==> src/rtl/sw_job_scheduler_if.sv <==
// sw_job_scheduler_if: request/grant, array-controller and completion signals of sw_job_scheduler
interface sw_job_scheduler_if #(
  parameter int NUM_REQ = 4,
  parameter int ID_W    = 2,
  parameter int SCORE_W = 16
);
  logic [NUM_REQ-1:0] i_req;
  logic [NUM_REQ-1:0] o_gnt;
  logic               o_start;
  logic               i_busy;
  logic [SCORE_W-1:0] i_result;
  logic               i_valid;
  logic               o_done;
  logic [ID_W-1:0]    o_done_id;
  logic [SCORE_W-1:0] o_score;
  logic               i_done_ready;
  logic               o_idle;
  logic               o_timeout;

  modport master (
    input  i_req, i_busy, i_result, i_valid, i_done_ready,
    output o_gnt, o_start, o_done, o_done_id, o_score, o_idle, o_timeout
  );

  modport slave (
    output i_req, i_busy, i_result, i_valid, i_done_ready,
    input  o_gnt, o_start, o_done, o_done_id, o_score, o_idle, o_timeout
  );
endinterface

==> src/rtl/sw_job_scheduler.sv <==
// sw_job_scheduler: round-robin job scheduler for a shared PE array controller; watchdog enabled by SW_SCHED_WATCHDOG_EN
module sw_job_scheduler #(
  parameter int NUM_REQ = 4,
  parameter int ID_W    = 2,
  parameter int SCORE_W = 16,
  parameter int TIMEOUT = 1023
) (
  input logic clk,
  input logic rst_n,
  sw_job_scheduler_if.master bus
);
  typedef enum logic [1:0] {IDLE, WAIT_BUSY, RUN, RESP} state_t;
  state_t             state_q, state_d;
  logic [ID_W-1:0]    ptr_q, ptr_d, id_q, id_d, done_id_q, done_id_d, pick;
  logic [NUM_REQ-1:0] gnt_q, gnt_d;
  logic               start_q, start_d, done_q, done_d, idle_q, idle_d;
  logic [SCORE_W-1:0] score_q, score_d;
  logic               found, wd_hit;

`ifdef SW_SCHED_WATCHDOG_EN
  localparam int WDG_W = $clog2(TIMEOUT + 1);
  logic [WDG_W-1:0] wdg_q, wdg_d;
  logic             timeout_q, timeout_d;
  // Watchdog: restart with each start pulse, count every cycle spent waiting on the array
  always_comb begin
    wdg_d = start_d ? '0 : (state_q == WAIT_BUSY || state_q == RUN) ? wdg_q + 1'b1 : wdg_q;
    wd_hit = (state_q == WAIT_BUSY || state_q == RUN) && !bus.i_valid && wdg_q == WDG_W'(TIMEOUT - 1);
    timeout_d = (state_d != RESP) ? 1'b0 : (state_q != RESP) ? wd_hit : timeout_q;
  end
  // Watchdog registers
  always_ff @(posedge clk or negedge rst_n) begin
    if (!rst_n) begin
      wdg_q     <= '0;
      timeout_q <= 1'b0;
    end else begin
      wdg_q     <= wdg_d;
      timeout_q <= timeout_d;
    end
  end
  assign bus.o_timeout = timeout_q;
`else
  assign wd_hit        = 1'b0;
  assign bus.o_timeout = 1'b0;
`endif

  // Round-robin pick: first active request at or above ptr, wrapping around
  always_comb begin
    found = 1'b0;
    pick  = ptr_q;
    for (int k = 0; k < NUM_REQ; k++) begin
      if (!found && bus.i_req[(int'(ptr_q) + k) % NUM_REQ]) begin
        found = 1'b1;
        pick  = ID_W'((int'(ptr_q) + k) % NUM_REQ);
      end
    end
  end

  // Next state and registered outputs; a result or a watchdog expiry both complete the job
  always_comb begin
    state_d = state_q;
    ptr_d   = ptr_q;
    id_d    = id_q;
    gnt_d   = '0;
    start_d = 1'b0;
    score_d = score_q;
    case (state_q)
      IDLE: begin
        if (found) begin
          gnt_d[pick] = 1'b1;
          start_d     = 1'b1;
          id_d        = pick;
          ptr_d       = (pick == ID_W'(NUM_REQ - 1)) ? '0 : pick + 1'b1;
          state_d     = WAIT_BUSY;
        end
      end
      WAIT_BUSY, RUN: begin
        if (bus.i_valid || wd_hit) begin
          score_d = bus.i_valid ? bus.i_result : '0;
          state_d = RESP;
        end else if (state_q == WAIT_BUSY && bus.i_busy) begin
          state_d = RUN;
        end
      end
      RESP: state_d = bus.i_done_ready ? IDLE : RESP;
      default: state_d = IDLE;
    endcase
    done_d    = (state_d == RESP);
    idle_d    = (state_d == IDLE);
    done_id_d = done_d ? id_q : done_id_q;
  end

  // State and output registers
  always_ff @(posedge clk or negedge rst_n) begin
    if (!rst_n) begin
      state_q   <= IDLE;
      ptr_q     <= '0;
      id_q      <= '0;
      gnt_q     <= '0;
      start_q   <= 1'b0;
      done_q    <= 1'b0;
      done_id_q <= '0;
      score_q   <= '0;
      idle_q    <= 1'b1;
    end else begin
      state_q   <= state_d;
      ptr_q     <= ptr_d;
      id_q      <= id_d;
      gnt_q     <= gnt_d;
      start_q   <= start_d;
      done_q    <= done_d;
      done_id_q <= done_id_d;
      score_q   <= score_d;
      idle_q    <= idle_d;
    end
  end

  assign bus.o_gnt     = gnt_q;
  assign bus.o_start   = start_q;
  assign bus.o_done    = done_q;
  assign bus.o_done_id = done_id_q;
  assign bus.o_score   = score_q;
  assign bus.o_idle    = idle_q;
endmodule

==> src/flat_wrapper.sv <==
// flat-port wrapper written by rule: the top's interface ports become plain ports
module sw_job_scheduler_flat 
#(
  parameter int NUM_REQ = 4,
  parameter int ID_W    = 2,
  parameter int SCORE_W = 16,
  parameter int TIMEOUT = 1023
)
  (clk, rst_n, bus_i_req, bus_i_busy, bus_i_result, bus_i_valid, bus_i_done_ready, bus_o_gnt, bus_o_start, bus_o_done, bus_o_done_id, bus_o_score, bus_o_idle, bus_o_timeout);
  sw_job_scheduler_if #(.NUM_REQ(NUM_REQ), .ID_W(ID_W), .SCORE_W(SCORE_W)) bus_i ();
  input logic clk;
  input logic rst_n;
  input wire logic [$bits(bus_i.i_req)-1:0] bus_i_req;
  input wire logic [$bits(bus_i.i_busy)-1:0] bus_i_busy;
  input wire logic [$bits(bus_i.i_result)-1:0] bus_i_result;
  input wire logic [$bits(bus_i.i_valid)-1:0] bus_i_valid;
  input wire logic [$bits(bus_i.i_done_ready)-1:0] bus_i_done_ready;
  output wire logic [$bits(bus_i.o_gnt)-1:0] bus_o_gnt;
  output wire logic [$bits(bus_i.o_start)-1:0] bus_o_start;
  output wire logic [$bits(bus_i.o_done)-1:0] bus_o_done;
  output wire logic [$bits(bus_i.o_done_id)-1:0] bus_o_done_id;
  output wire logic [$bits(bus_i.o_score)-1:0] bus_o_score;
  output wire logic [$bits(bus_i.o_idle)-1:0] bus_o_idle;
  output wire logic [$bits(bus_i.o_timeout)-1:0] bus_o_timeout;
  assign bus_i.i_req = bus_i_req;
  assign bus_i.i_busy = bus_i_busy;
  assign bus_i.i_result = bus_i_result;
  assign bus_i.i_valid = bus_i_valid;
  assign bus_i.i_done_ready = bus_i_done_ready;
  assign bus_o_gnt = bus_i.o_gnt;
  assign bus_o_start = bus_i.o_start;
  assign bus_o_done = bus_i.o_done;
  assign bus_o_done_id = bus_i.o_done_id;
  assign bus_o_score = bus_i.o_score;
  assign bus_o_idle = bus_i.o_idle;
  assign bus_o_timeout = bus_i.o_timeout;
  sw_job_scheduler #(.NUM_REQ(NUM_REQ), .ID_W(ID_W), .SCORE_W(SCORE_W), .TIMEOUT(TIMEOUT)) u_core (.clk(clk), .rst_n(rst_n), .bus(bus_i));
endmodule
==> config.mk <==
export PLATFORM = sky130hd
export DESIGN_NAME = sw_job_scheduler_flat
export DESIGN_NICKNAME = d
export VERILOG_FILES = /design/src/rtl/sw_job_scheduler_if.sv /design/src/rtl/sw_job_scheduler.sv /design/src/flat_wrapper.sv
export SDC_FILE = /design/constraint.sdc
export NUM_CORES = 1
export LEC_CHECK = 0
export CORE_UTILIZATION = 39
export DETAILED_ROUTE_END_ITERATION = 6
export GPL_ROUTABILITY_DRIVEN = 0
export MAX_ROUTING_LAYER = met4
export PLACE_DENSITY = 0.75
export SLEW_MARGIN = 10
export SYNTH_ARGS = -nofsm -noshare
export SYNTH_HDL_FRONTEND = slang
export SYNTH_SLANG_ARGS = --single-unit
==> constraint.sdc <==
create_clock -name clk -period 1.83 [get_ports clk]
set_input_delay 0.2745 -clock clk [delete_from_list [all_inputs] [get_ports clk]]
set_output_delay 0.2745 -clock clk [all_outputs]
set_load 0.01 [all_outputs]
==> flow_metrics.py <==
metrics = {
    "run_status": {
        "outcome": "finished, final reports clean",
    },
    "route": {
        "vias": 994,
        "firstDrtPassIters": 4,
        "avgRoutedWirePerCell_um": 13.5,
        "drtIter0Drc": 13,
        "wl_mm": 2.88,
        "viasPerCell": 4.64,
        "ant_nets": 0,
        "drcViolationCount": 0,
    },
    "timing": {
        "skew_ns": 0.00896,
        "holdWs_ns": 0.312,
        "period_needed_ns": 1.83,
        "finalSetupViolCount": 0,
        "rsz0062_at_grt": "yes",
        "max_freq_mhz": 547,
        "min_period_over_period": 0.999,
        "finalMaxSlewViolations": 0,
        "hold_viol": 0,
    },
    "yosys": {
        "synth.yosys.seq_area_share": 0.564,
        "synth_xor_area_frac": 0,
        "synth_compound_area_frac": 0.0799,
        "syn-cell-area_um2": 1380,
        "synthAdderAreaFrac": 0.0636,
        "synthMuxAreaShare": 0.172,
        "synth-simple-area-share": 0.0908,
        "syn_nets": 135,
        "ys_seq_elements": 31,
        "avgSynthCellArea_um2": 13.4,
        "synth_top_family_by_area": "multiplexers",
        "syn-instance-count": 103,
        "synthDistinctLibCells": 26,
        "ys_warn_count": 0,
    },
    "global_routing": {
        "grt_pass1_wl_mm": 4.37,
        "grt_use_total": 0.172,
        "grt_overflow": 0,
        "grt_max_degree": 32,
        "grt_pass1_vias": 931,
        "antenna_found_initial": 0,
    },
    "worst_setup_path": {
        "worstPathArrival_ns": 2.05,
        "cpPeakStageDelay_ns": 0.42,
        "cp_slowest_cell": "dfrtp_1",
        "start_kind": "flop",
        "path_class": "reg -> reg",
        "cp.required_ns": 2.05,
        "setup.worst_path.end_class": "flop",
        "path_cells": "inv_2 > ha_4 > nand2_4 > a32o_2 > a221oi_4 > mux2_1",
        "path_max_fanout": 3,
    },
    "pwr": {
        "leakagePower_nw": 0.929,
        "worst_ir_drop_vdd_mv": 0.885,
        "p_per_area_nw_per_um2": 1730,
    },
    "finish": {
        "fin_util": 0.625,
        "nNetsFinal": 199,
        "layout-drive-gt1-share": 0.274,
        "design_area_um2": 2100,
        "final_cell_mix": "49 x clkdlybuf4s50_1, 30 x dfrtp_1, 19 x mux2_2",
        "final_common_cell": "clkdlybuf4s50_1",
        "area_delta_synth_final_pct": 52.6,
        "antenna_cells": 0,
    },
    "floorplan": {
        "core-area_um2": 3360,
        "pin_count": 51,
        "rows": 21,
        "die_h_um": 61.4,
        "fp.dieW_um": 61.4,
        "start_util": 0.410,
        "die-area_um2": 3770,
    },
    "min_path": {
        "hold_class": "in -> async",
    },
    "clock_tree": {
        "htreeDepth": 2,
        "clock_latency_ns": 0.33,
        "cts-hold-fix-buffers": 0,
        "clockRootBuffer": "clkbuf_4",
        "clockBufferDepth": 2,
        "clock_sinks": 31,
        "clkTransAtPathRegs_ns": 0.10,
        "cts_tree": "done",
        "cts_buffers": 5,
    },
    "placement": {
        "io_buffers": 49,
        "placed_cell_area_um2": 2000,
        "dp_hpwl_mm": 2.11,
    },
    "run": {
        "cap_violations": 0,
    },
}
==> path summary, 6_finish.rpt <==
check,from,end,slack (ns),depth (start not counted)
worst max-delay path,u_core.state_q[1],u_core.bus.o_done_id[0],0.002,6
worst min-delay path,rst_n,u_core.bus.o_score[1],0.31,2
worst max register to register,u_core.state_q[1],u_core.bus.o_done_id[0],0.002,6
worst min register to register,u_core.id_q[1],u_core.bus.o_done_id[1],0.50,1
max in group asynchronous,rst_n,u_core.bus.o_idle,1.19,2
min in group clk,u_core.id_q[1],u_core.bus.o_done_id[1],0.50,1
==> state kept, by name (all words and copies together) (netlist names), 2 cells and up <==
| signal | cells |
|---|---|
| u_core.bus.o_score | 16 |
| u_core.state_q | 2 |
| u_core.bus.o_gnt | 4 |
| u_core.ptr_q | 2 |
| u_core.id_q | 2 |
| u_core.bus.o_done_id | 2 |
==> critical path: cells and delay by family (launching register included) <==
| family | cells | cell delay (ns) |
|---|---|---|
| AOI/OAI and AO/OA | 2 | 0.54 |
| adders and majority gates | 1 | 0.29 |
| buffers and inverters | 1 | 0.07 |
| DFF | 1 | 0.42 |
| muxes | 1 | 0.35 |
| and+or+nand+nor | 1 | 0.04 |
==> repair_timing <==
item,CTS,global route
pin swaps,1,0
setup buffers,1,1
endpoints found under the setup margin,2,4
resized for setup,0,1
cloned,0,0
==> cell families (layout without fill, tap and decap cells) <==
| group | Yosys count | count (layout) |
|---|---|---|
| buffers and inverters | 9 | 74 |
| AND/OR/NAND/NOR | 21 | 21 |
| flip-flops | 31 | 31 |
| adder cells (fa/ha/maj) | 7 | 7 |
| AO/OA/AOI/OAI | 13 | 13 |
| other | 1 | 1 |
| multiplexers | 21 | 21 |
==> area by class of cell <==
class                           instances  area (um2)
Inverter                                7        26.3
Sequential cell                        31         777
Tap cell                               46        57.6
Fill cell                             298        1260
Clock buffer                            6        51.3
Multi-Input combinational cell         63         589
Timing Repair Buffer                   59         566
Clock inverter                          2        35.0
==> power breakdown <==
| group | switching, mW | total, mW | internal (mW) | leakage, nW |
|---|---|---|---|---|
| sequential | 0.170 | 1.19 | 1.02 | 0.372 |
| clock | 0.239 | 0.562 | 0.323 | 0.0482 |
| combinational | 0.762 | 1.88 | 1.12 | 0.509 |
==> synthesized netlist by cell type <==
cell type | instances | area, um2
a21oi_1 | 3 | 15.0
and2_1 | 4 | 25.0
inv_1 | 7 | 26.3
a211oi_1 | 1 | 7.51
clkbuf_1 | 1 | 3.75
dfstp_2 | 1 | 26.3
dfrtp_1 | 30 | 751
nor2_1 | 4 | 15.0
or3_1 | 1 | 6.26
conb_1 | 1 | 3.75
nand2_2 | 1 | 6.26
o31ai_1 | 1 | 7.51
a32o_1 | 1 | 10.0
a211o_1 | 1 | 8.76
nand3_1 | 1 | 5.00
ha_1 | 7 | 87.6
o21ai_0 | 3 | 15.0
nor2b_1 | 4 | 25.0
nand2b_1 | 1 | 6.26
nor4_4 | 1 | 21.3
a221oi_4 | 1 | 26.3
mux2_2 | 19 | 214
o211a_1 | 2 | 20.0
buf_4 | 1 | 7.51
nand2_1 | 4 | 15.0
mux2_1 | 2 | 22.5
==> per-stage QoR <==
stage,TNS [ns],power (mW),setup slack [ns],cells
floorplan,0,2.19,0.0173,103
global placement,-0.996,2.96,-0.199,204
detailed placement,-1.58,3.04,-0.260,204
CTS,-0.00438,3.62,-0.00438,213
global route,-0.133,3.90,-0.0665,214
finish,0,3.63,0.00170,214
==> metal layers <==
| layer | vias up | global-route usage | wire, um |
|---|---|---|---|
| met5 | - | - | 0 |
| li1 | 482 | - | - |
| met4 | 0 | 0.0667 | 42 |
| met2 | 46 | 0.269 | 1360 |
| met3 | 5 | 0.0546 | 248 |
| met1 | 461 | 0.210 | 1240 |
Power figures use the tool's default switching activity.
